--- config.mk ---
export PLATFORM = sky130hd
export DESIGN_NAME = player_motion
export DESIGN_NICKNAME = d
export VERILOG_FILES = /design/src/rtl/player_motion.sv
export SDC_FILE = /design/constraint.sdc
export NUM_CORES = 1
export LEC_CHECK = 0
export ABC_AREA = 1
export CORE_UTILIZATION = 60
export DETAILED_ROUTE_END_ITERATION = 6
export DONT_BUFFER_PORTS = 1
export GPL_TIMING_DRIVEN = 0
export PLACE_DENSITY = 0.86
export SLEW_MARGIN = 10
export SYNTH_ARGS = -nofsm -noshare
export SYNTH_HDL_FRONTEND = slang
export SYNTH_SLANG_ARGS = --single-unit
--- constraint.sdc ---
create_clock -name clk -period 4.2 [get_ports clk]
set_clock_uncertainty 0.2 [all_clocks]
set_input_delay 0.63 -clock clk [delete_from_list [all_inputs] [get_ports clk]]
set_output_delay 0.63 -clock clk [all_outputs]
set_load 0.03 [all_outputs]
--- src/rtl/player_motion.sv ---
// Platformer avatar motion: horizontal walking with edge saturation, and a
// grounded/rising/falling vertical model advanced once per physics tick.
module player_motion #(
  parameter logic [9:0] START_X  = 10'd20,
  parameter logic [8:0] START_Y  = 9'd400,
  parameter logic [9:0] X_MIN    = 10'd6,
  parameter logic [9:0] X_MAX    = 10'd637,
  parameter logic [8:0] Y_MAX    = 9'd479,
  parameter logic [4:0] JUMP_VEL = 5'd6,
  parameter logic [4:0] MAX_FALL = 5'd4
) (
  input  logic       clk,
  input  logic       reset,
  input  logic       tick,
  input  logic       left_press,
  input  logic       right_press,
  input  logic       jump_press,
  input  logic       on_platform,
  output logic [9:0] x,
  output logic [8:0] y,
  output logic [9:0] furthest_x,
  output logic       airborne,
  output logic       fell
);

  typedef enum logic [1:0] {GROUNDED, RISING, FALLING} state_t;

  state_t     state, state_nx;
  logic [4:0] vy, vy_nx;
  logic [8:0] y_nx;
  logic [9:0] x_nx;
  logic       fell_nx;
  logic       jump_prev, jump_req, jump_rise;
  logic [9:0] y_wide, y_sum;
  logic [5:0] vy_inc;

  assign jump_rise = jump_press & ~jump_prev;

  // An edge seen on a tick cycle arms the request for the following tick.
  always_ff @(posedge clk or negedge reset) begin
    if (!reset) begin
      jump_prev <= 1'b0;
      jump_req  <= 1'b0;
    end else begin
      jump_prev <= jump_press;
      if (tick)
        jump_req <= jump_rise;
      else if (jump_rise)
        jump_req <= 1'b1;
    end
  end

  always_comb begin
    x_nx = x;
    if (left_press && !right_press)
      x_nx = (x <= X_MIN) ? X_MIN : x - 10'd1;
    else if (right_press && !left_press)
      x_nx = (x >= X_MAX) ? X_MAX : x + 10'd1;
  end

  assign y_wide = {1'b0, y};
  assign y_sum  = y_wide + {5'b0, vy};
  assign vy_inc = {1'b0, vy} + 6'd1;

  always_comb begin
    state_nx = state;
    vy_nx    = vy;
    y_nx     = y;
    fell_nx  = 1'b0;
    case (state)
      GROUNDED: begin
        if (jump_req) begin
          state_nx = RISING;
          vy_nx    = JUMP_VEL;
        end else if (!on_platform) begin
          state_nx = FALLING;
          vy_nx    = 5'd1;
        end
      end
      RISING: begin
        if ({5'b0, vy} > y_wide) begin
          y_nx     = '0;
          vy_nx    = '0;
          state_nx = FALLING;
        end else begin
          y_nx  = y - {4'b0, vy};
          vy_nx = (vy == 5'd0) ? 5'd0 : vy - 5'd1;
          if (vy_nx == 5'd0)
            state_nx = FALLING;
        end
      end
      FALLING: begin
        if (on_platform) begin
          state_nx = GROUNDED;
          vy_nx    = '0;
        end else if (y_sum >= {1'b0, Y_MAX}) begin
          y_nx     = Y_MAX;
          vy_nx    = '0;
          state_nx = GROUNDED;
          fell_nx  = 1'b1;
        end else begin
          y_nx  = y_sum[8:0];
          vy_nx = (vy_inc >= {1'b0, MAX_FALL}) ? MAX_FALL : vy_inc[4:0];
        end
      end
      default: begin
        state_nx = FALLING;
        vy_nx    = '0;
      end
    endcase
  end

  always_ff @(posedge clk or negedge reset) begin
    if (!reset) begin
      state      <= FALLING;
      vy         <= '0;
      x          <= START_X;
      y          <= START_Y;
      furthest_x <= START_X;
      airborne   <= 1'b1;
      fell       <= 1'b0;
    end else if (tick) begin
      state    <= state_nx;
      vy       <= vy_nx;
      x        <= x_nx;
      y        <= y_nx;
      airborne <= (state_nx != GROUNDED);
      fell     <= fell_nx;
      if (x_nx > furthest_x)
        furthest_x <= x_nx;
    end else begin
      fell <= 1'b0;
    end
  end

endmodule

-- Yosys cells after proc, flatten, opt, wreduce, memory -nomap -nowiden
Index checks and enable logic that the tools add are counted.
- register bits: 40
- word-level logic and storage cells: 69
- output and inout bits: 31
- input port bits: 7
- reductions and logical operators: 13
- add/subtract/negate cells: 6
- magnitude comparators: 6
- bitwise gates (word level): 2
- eq/ne operators: 4
- mux-type cells: 29
- operators with widths (kind ; count):
    10-bit two-way mux ; 4
    5-bit two-way mux ; 7
    9-bit two-way mux ; 3
    9-bit one-hot mux with 2 select lines ; 1
    5-bit one-hot mux with 3 select lines ; 1
    2-bit two-way mux ; 6
    10-bit by 1-bit adder with 10-bit output, second input constant ; 1
    9-bit by 5-bit adder with 10-bit output ; 1
    10-bit >= comparator, second input constant ; 1
    10-bit by 9-bit >= comparator with 1-bit output, second input constant ; 1
    10-bit > comparator ; 1
    10-bit by 3-bit less-or-equal comparator with 1-bit output, second input constant ; 1
    5-bit logical NOT ; 2
    10-bit by 1-bit subtractor with 10-bit output, second input constant ; 1
    5-bit by 9-bit > comparator with 1-bit output ; 1
    9-bit by 5-bit subtractor with 9-bit output ; 1
    5-bit by 1-bit adder with 6-bit output, second input constant ; 1
    6-bit by 3-bit >= comparator with 1-bit output, second input constant ; 1
    1-bit two-way mux ; 6
    2-bit one-hot mux with 3 select lines ; 1
    2-bit nonzero test ; 3
    5-bit by 1-bit subtractor with 5-bit output, second input constant ; 1
    2-bit AND reduction ; 2
    3-bit != test, second input constant ; 1
    other kinds (9) ; 11

-- Longest topological paths before layout
Gate-level depths: netlist of the first run.
- depth in word-level cells: 7
- depth in mapped cells: 24
- gate-level depth less buffers: 24

-- Least setup slack after synthesis of the first run
Ideal clock, no wire load.
- path kind: register to register
- from: reg x[0]
- to: reg furthest_x[1]
- required time: 3873 ps
- cell stages (with the launch flop): 24
- arrival: 2886 ps
- setup slack: 987 ps
- cell sequence: dfrtp_1 > inv_1 > ha_1 > inv_1 > nor2_1 > nor2_1 > nand2_1 > nand3_1 > nand3_1 > nand2_1 > inv_2 > nand2_1 > o31ai_2 > ha_1 > nand2_1 > inv_1 > nand3_1 > nor3_1 > o21ai_0 > o2111ai_1 > nand2_1 > buf_2 > nand2_1 > o21ai_0
- cells in the longest elaborated chain, start to end: 6
- ends and longest elaborated chain (element ; RTL line ; RTL):
    start: declaration ; 19 ; output logic [9:0] x,
    start signal: assignment ; 125 ; x <= x_nx;
    10-bit by 1-bit adder with 10-bit output or 10-bit >= comparator (tied branches) ; 58 ; x_nx = (x >= X_MAX) ? X_MAX : x + 10'd1;
    10-bit two-way mux ; 58 ;
    10-bit two-way mux ; 57 ; else if (right_press && !left_press)
    10-bit two-way mux * ; 55 ; if (left_press && !right_press)
    via x_nx[8] ; 31 ; logic [9:0] x_nx;
    10-bit > comparator * ; 129 ; if (x_nx > furthest_x)
    2-bit AND reduction (no source line) * ; n/a ;
    end signal: assignment ; 130 ; furthest_x <= x_nx;
    end: declaration ; 21 ; output logic [9:0] furthest_x,
Mark *: on every way through the listed nets, which the timed path passes. The rest lies on a longest branch.
A chain may end at the register's enable or synchronous reset.

-- Worst setup path in the final report of the first run
- from: reg x[0]
- to: reg furthest_x[9]
Same word-level chain as after synthesis.

==> run metrics, run 1 <==
Setup crit start=x[0]; GRT Util Overall=0.275; CP max stage delay=between 0.6 and 0.7 ns; largest net degree at the start of global routing=41; Synthesized Nets=roughly 530; Startpoint Class=flip-flop; Post-CTS Hold Buffers=2; critical path endpoint=furthest_x[9]; H-tree depth=2; Die ar.=between 0.006 and 0.007 sq mm; layout net count=roughly 540; CP Cell Sequence=inv_1 > ha_1 > inv_1 > nor2_1 > nor2_1 > nand2_1 > nand3_1 > nand3_1 > nand2_1 > inv_2 > nand2_1 > o31ai_2 > ha_1 > nand2_1 > inv_1 > nand3_1 > nor3_1 > o21ai_0 > o2111ai_1 > nand2_1 > buf_2 > nand2_1 > o21ai_0; total iterations of the first detailed-routing run=5; worst min-delay path category=in2reg; Static Leak=slightly below 2 nW; Finish-stage setup viols=0; clk buf depth=2; CP Class=reg2reg; DRT Wirelength=8150 um; max cap viols=0; predominant post-synthesis flop cell=dfrtp_1; #FFs+latches synth=40; post-CTS setup buffer count=0; TritonCTS Sinks=40; commonest non-fill, non-tap cell in the layout=nand2_1; Post-synth ARST share=1.00; clock root buffer=clkbuf_8; hpwl dp=just over 6000 um; Unique masters post-synth=46; post-route ant nets=0; TritonCTS clock tree=done; clock insertion delay at the later pin of the skew report=around 0.30 ns; fillers=around 480; final RePlAce weighted congestion=between 0.9 and 1; I/O pins=38; register area=between 0.001 and 0.0015 sq mm; peak supply drop=about 400 uV; CP dominant cell by count=nand2_1; register area share after synthesis=0.285; number of global-route vias before repair=between 3000 and 4000; number of enable flip-flop cells after synthesis=0; initial core utilization=0.632; area grow syn2layout=6.67%; Final min period=between 3 and 4 ns; Fmax=0.264 GHz; fraction of layout cells with a size suffix above 1=0.144; PortBufs=0; DR DRC count=0; synthesized cell area=between 0.003 and 0.004 sq mm; cts bufs inserted=5; Cell Rows=27; pwr dens=approximately 860 mW/mm^2; core area=between 0.005 and 0.006 sq mm; worst path required time=~4.2 ns; CP Capture Type=flip-flop; unrepaired setup endpoints after global routing=no; vias per inst=~5.7; post-route setup slack=0.406 ns; Die Span Y=roughly 79 um; status=complete, no violations; Overflow after GRT=0; Fin. Hold Viols=0; syn avg cell area=7.12 sq um; Slowest-stage cell, CP=dfrtp_1; post_cts resized=0; Reg2Reg Setup Slack=a little over 0.4 ns; FF-to-FF End=furthest_x[9]; final count of pins violating max slew=0; Slew headroom=0.652; die width=approximately 80 um; ANT cells=0; final core occ=0.674; Reg2Reg Depth=23; setup TNS=0 ns; first-pass GRT wire length=around 13000 um; drt first-iter violations=259; via count of the routed design=3296; crit path max fanout=10; clock input transition at the sequential cells of the worst setup and hold paths=about 0.09 ns; multi-input logic area=0.00215 sq mm; initial antenna violation count=0; Worst-Margin Slew=around 0.52 ns; arrival time worst endpoint=~3.8 ns; most frequent cells in the layout=nand2_1 (132), inv_1 (63), nor2_1 (38); pre-CTS setup slack=0.495 ns; Yosys warning total=0; crit share post-route=0.903; Routed wire per std cell=~14 um; reg2reg start=x[0]; Gate Count Post-Synth=498
==> report_power, final <==
part	total [mW]	internal, mW	switching (mW)
sequential	0.954	0.555	0.399
combinational	1.97	0.725	1.25
clock	0.331	0.179	0.152
total	3.26	1.46	1.80
==> flip-flops by register name, indices dropped and copies added (netlist names) <==
signal / count
jump_req: 1
vy: 5
jump_prev: 1
y: 9
x: 10
state: 2
airborne: 1
fell: 1
furthest_x: 10
==> area by class of cell <==
cell class	count	area share
Tap cell	72	0.0238
Sequential cell	40	0.268
Clock inverter	3	0.0126
Multi-Input combinational cell	370	0.569
Buffer	11	0.0238
Clock buffer	5	0.0182
Timing Repair Buffer	2	0.00794
Inverter	77	0.0771
==> stage by stage <==
step	hold slack, ns	instances	power (mW)	cell area (sq um)
finish	0.161	580	3.26	3780
global route	0.145	580	3.54	3780
CTS	0.155	580	3.23	3780
detailed placement	0.136	570	2.87	3640
global placement	0.136	570	2.80	3640
floorplan	0.134	498	2.49	3550
==> worst min-delay path by stage <==
stage | startpoint | endpoint | slack (ns) | depth (start not counted)
after CTS | jump_press | jump_prev | 0.15 | 0
after global routing | jump_press | jump_prev | 0.14 | 0
after floorplan | reset | fell | 0.13 | 0
after detailed placement | reset | vy[1] | 0.14 | 0
final | jump_press | jump_prev | 0.16 | 0
after global placement | reset | vy[1] | 0.14 | 0
==> logic make-up (layout without fill, tap and decap cells) <==
kind of cell	count (synthesis)	after routing	share of synthesized area
simple gates	249	249	0.330
buf+inv	88	98	0.108
mux	1	1	0.00282
flops	40	40	0.285
fa+ha+maj	29	29	0.107
compound gates	76	76	0.130
xor+xnor	15	15	0.0371
==> layer usage <==
metal	wire length, um	global-route usage
met5	0	0
met4	49	0.0745
met3	547	0.0598
met2	3750	0.437
met1	3800	0.377
==> Yosys cell counts (3+ instances only) <==
master / count / area [sq um]
nand2_1: 132 / 495
nand2_4: 4 / 45.0
inv_1: 63 / 236
xor2_1: 13 / 114
nor2_1: 38 / 143
nand3_2: 4 / 40.0
buf_6: 6 / 67.6
nor2_2: 5 / 31.3
nor2_4: 4 / 45.0
nand4_1: 9 / 56.3
nor3_2: 4 / 40.0
inv_2: 12 / 45.0
buf_2: 3 / 15.0
dfrtp_1: 31 / 776
a22oi_1: 4 / 30.0
a21oi_1: 18 / 90.1
o211ai_1: 3 / 22.5
nor3_1: 4 / 20.0
o21ai_1: 16 / 80.1
a21oi_2: 3 / 26.3
dfstp_2: 9 / 236
o21ai_0: 20 / 100
ha_1: 27 / 338
or2_2: 3 / 18.8
nand3_1: 35 / 175
==> worst max-delay path: cells and delay by family (launching register included) <==
kind,cells,cell delay (ns)
compound gates,4,0.41
fa+ha+maj,2,0.58
flops,1,0.62
buf+inv,5,0.69
simple gates,12,1.17
Power figures use the tool's default switching activity.
==> inputs of run 2 (changes only) <==
--- a/config.mk
+++ b/config.mk
@@ -11,6 +11,7 @@
 export DONT_BUFFER_PORTS = 1
 export GPL_TIMING_DRIVEN = 0
 export PLACE_DENSITY = 0.86
+export REMOVE_ABC_BUFFERS = 1
 export SLEW_MARGIN = 10
 export SYNTH_ARGS = -nofsm -noshare
 export SYNTH_HDL_FRONTEND = slang
==> constraint.sdc (replaced) <==
create_clock -name clk -period 4.7 [get_ports clk]
set_clock_uncertainty 0.2 [all_clocks]
set_input_delay 0.705 -clock clk [delete_from_list [all_inputs] [get_ports clk]]
set_output_delay 0.705 -clock clk [all_outputs]
set_load 0.03 [all_outputs]
==> run 2 against run 1 <==
Die area unchanged; utilization fell by 2.3 points; worst setup slack improved by 0.31 ns; worst hold slack worse by 0.13 ns; final cell count down 2.1%; first-iteration DRC count decreased by 16%; non-clock buffer count decreased by 12; global-route usage increased by 1.3 points; design area down 3.4%; critical endpoint is now furthest_x[2]; sequential power down 8.5%; largest cell class unchanged; sequential share of layout area grew 0.94 points; total power is 15% lower.
==> run metrics, run 2 (synthesis results as in run 1) <==
register area=0.00101 sq mm (unchanged); area post-placement=0.00355 sq mm (-2.5%); sequential power share=0.316 (+0.023); post-CTS setup buffer count=0 (unchanged); Fin. Hold Viols=0 (unchanged); area grow syn2layout=3.03%; PortBufs=0 (unchanged); Slowest-stage cell, CP=dfrtp_1; total iterations of the first detailed-routing run=5 (unchanged); I/O pins=38 (unchanged); final cell count without fillers=568 (-2.1%); Die ar.=0.00622 sq mm (unchanged); commonest non-fill, non-tap cell in the layout=nand2_1; Reg2Reg Setup Slack=0.72 ns (+0.31 ns); CP Buf/Inv Count=5 (unchanged); pwr dens=756 mW/mm^2 (-12%); Final min period=3.98 ns (+0.190 ns); unrepaired setup endpoints after global routing=no; via count of the routed design=3315 (+0.58%); most frequent cells in the layout=nand2_1 (132), inv_1 (63), nor2_1 (38); final RePlAce weighted congestion=0.973 (+7.5%); TritonCTS clock tree=done; Routed wire per std cell=14.6 um (+3.8%); Internal=1.19 mW (-19%); Cell Rows=27 (unchanged); Static Leak=1.87 nW (-3.3%); CP Capture Type=flip-flop; Setup crit start=x[0]; fillers=511 (+5.8%); Fmax=0.251 GHz (-4.8%); Slew headroom=0.579 (-0.0737); pre-CTS setup slack=0.778 ns (+0.283 ns); post-route ant nets=0 (unchanged); multi-input logic area=0.00215 sq mm (unchanged); initial core utilization=0.632 (unchanged); DR DRC count=0 (unchanged); max cap viols=0 (unchanged); peak supply drop=430 uV (+6.4%); Finished Cell Area=0.00365 sq mm (-3.4%); switch share=0.571 (+0.0183); GRT Util Overall=0.287 (+0.0129); clock input transition at the sequential cells of the worst setup and hold paths=0.08 ns (about the same); arrival time worst endpoint=4.01 ns (+0.23 ns); Reg2Reg Depth=23 (unchanged); CP dominant cell by count=nand2_1; first-pass GRT wire length=14000 um (+3.9%); largest registers=furthest_x x10, x x10, y x9; grt peak-use layer=met2; Placed Cells=559 (-1.9%); NetSw=1.58 mW (-12%); Overflow after GRT=0 (unchanged); drt first-iter violations=218 (-16%); FF-to-FF End=furthest_x[2]; Die Span Y=78.9 um (unchanged); CP Cell Sequence=inv_1 > ha_1 > inv_1 > nor2_1 > nor2_1 > nand2_1 > nand3_1 > nand3_1 > nand2_1 > inv_2 > nand2_1 > o31ai_2 > ha_1 > nand2_1 > inv_1 > nand3_1 > nor3_1 > o21ai_0 > o2111ai_1 > nand2_1 > inv_1 > nand2_1 > o21ai_1; clock insertion delay at the later pin of the skew report=0.30 ns (about the same); GR Layer Usage met3=0.0586 (-0.00115); Post-CTS Hold Buffers=1 (-1); clk buf depth=2 (unchanged); final count of pins violating max slew=0 (unchanged); post-route setup slack=0.716 ns (+0.310 ns); initial antenna violation count=0 (unchanged); final core occ=0.651 (-0.0230); Comb power frac=0.601 (-0.005); die width=78.9 um (unchanged); largest net degree at the start of global routing=32 (-22%); vias per inst=5.84 (+2.7%); worst min-delay path category=in2async; core area=0.00561 sq mm (unchanged); ANT cells=0 (unchanged); GR met1 Demand/Resource=0.387 (+0.00994); Clock Power Share=0.083 (-0.019); CP Class=reg2reg; worst path required time=4.73 ns (+0.55 ns); clock root buffer=clkbuf_8; crit share post-route=0.848 (-0.0556); Worst-Margin Slew=0.632 ns (+0.111 ns); cts bufs inserted=5 (unchanged); GR Layer Usage met2=0.475 (+0.0374); CP max stage delay=0.61 ns (about the same); Finish-stage setup viols=0 (unchanged); status=complete, no violations; number of global-route vias before repair=3111 (+2.4%); H-tree depth=2 (unchanged); fraction of layout cells with a size suffix above 1=0.129 (-0.0147); hpwl dp=6200 um (-0.49%); setup TNS=0 ns (unchanged); post_cts resized=0 (unchanged); CP delay by family, top=simple AND/OR/NAND/NOR gates; DRT Wirelength=8280 um (+1.6%); Startpoint Class=flip-flop; layout net count=531 (-2.2%); crit path max fanout=13 (+3); TritonCTS Sinks=40 (unchanged); reg2reg start=x[0]
==> run 2: power groups by stage <==
stage	registers [mW]	clock network, mW	logic, mW
global route	0.894	0.251	1.88
floorplan	0.824	0	1.33
finish	0.873	0.229	1.66
CTS	0.874	0.235	1.63
global placement	0.873	0	1.56
detailed placement	0.880	0	1.61
==> run 2: per-layer routing <==
| layer | vias to the layer above | wire (um) |
|---|---|---|
| li1 | 1614 | - |
| met1 | 1546 | 3810 |
| met2 | 145 | 3780 |
| met3 | 10 | 602 |
| met4 | 0 | 86 |
| met5 | - | 0 |
==> run 2: area by class of cell <==
cell class | count | area share
clock inverter | 3 | 0.00514
inverter | 77 | 0.0798
clock buffer | 5 | 0.0188
multi-input combinational | 370 | 0.589
tap | 72 | 0.0247
sequential | 40 | 0.277
timing repair buffer | 1 | 0.00548
==> run 2: how the worst max path moves through the flow <==
| stage | end | slack, ns | cells after the start |
|---|---|---|---|
| floorplan | furthest_x[2] | 1.37 | 23 |
| global placement | furthest_x[2] | 0.88 | 23 |
| detailed placement | furthest_x[2] | 0.78 | 23 |
| CTS | furthest_x[2] | 0.75 | 23 |
| global route | furthest_x[8] | 0.27 | 23 |
| finish | furthest_x[2] | 0.72 | 23 |
==> run 2: metrics by stage <==
step                total power, mW  hold slack [ns]
floorplan                      2.15            0.209
global placement               2.44            0.211
detailed placement             2.49            0.210
CTS                            2.74           0.0323
global route                   3.02           0.0198
finish                         2.76           0.0316
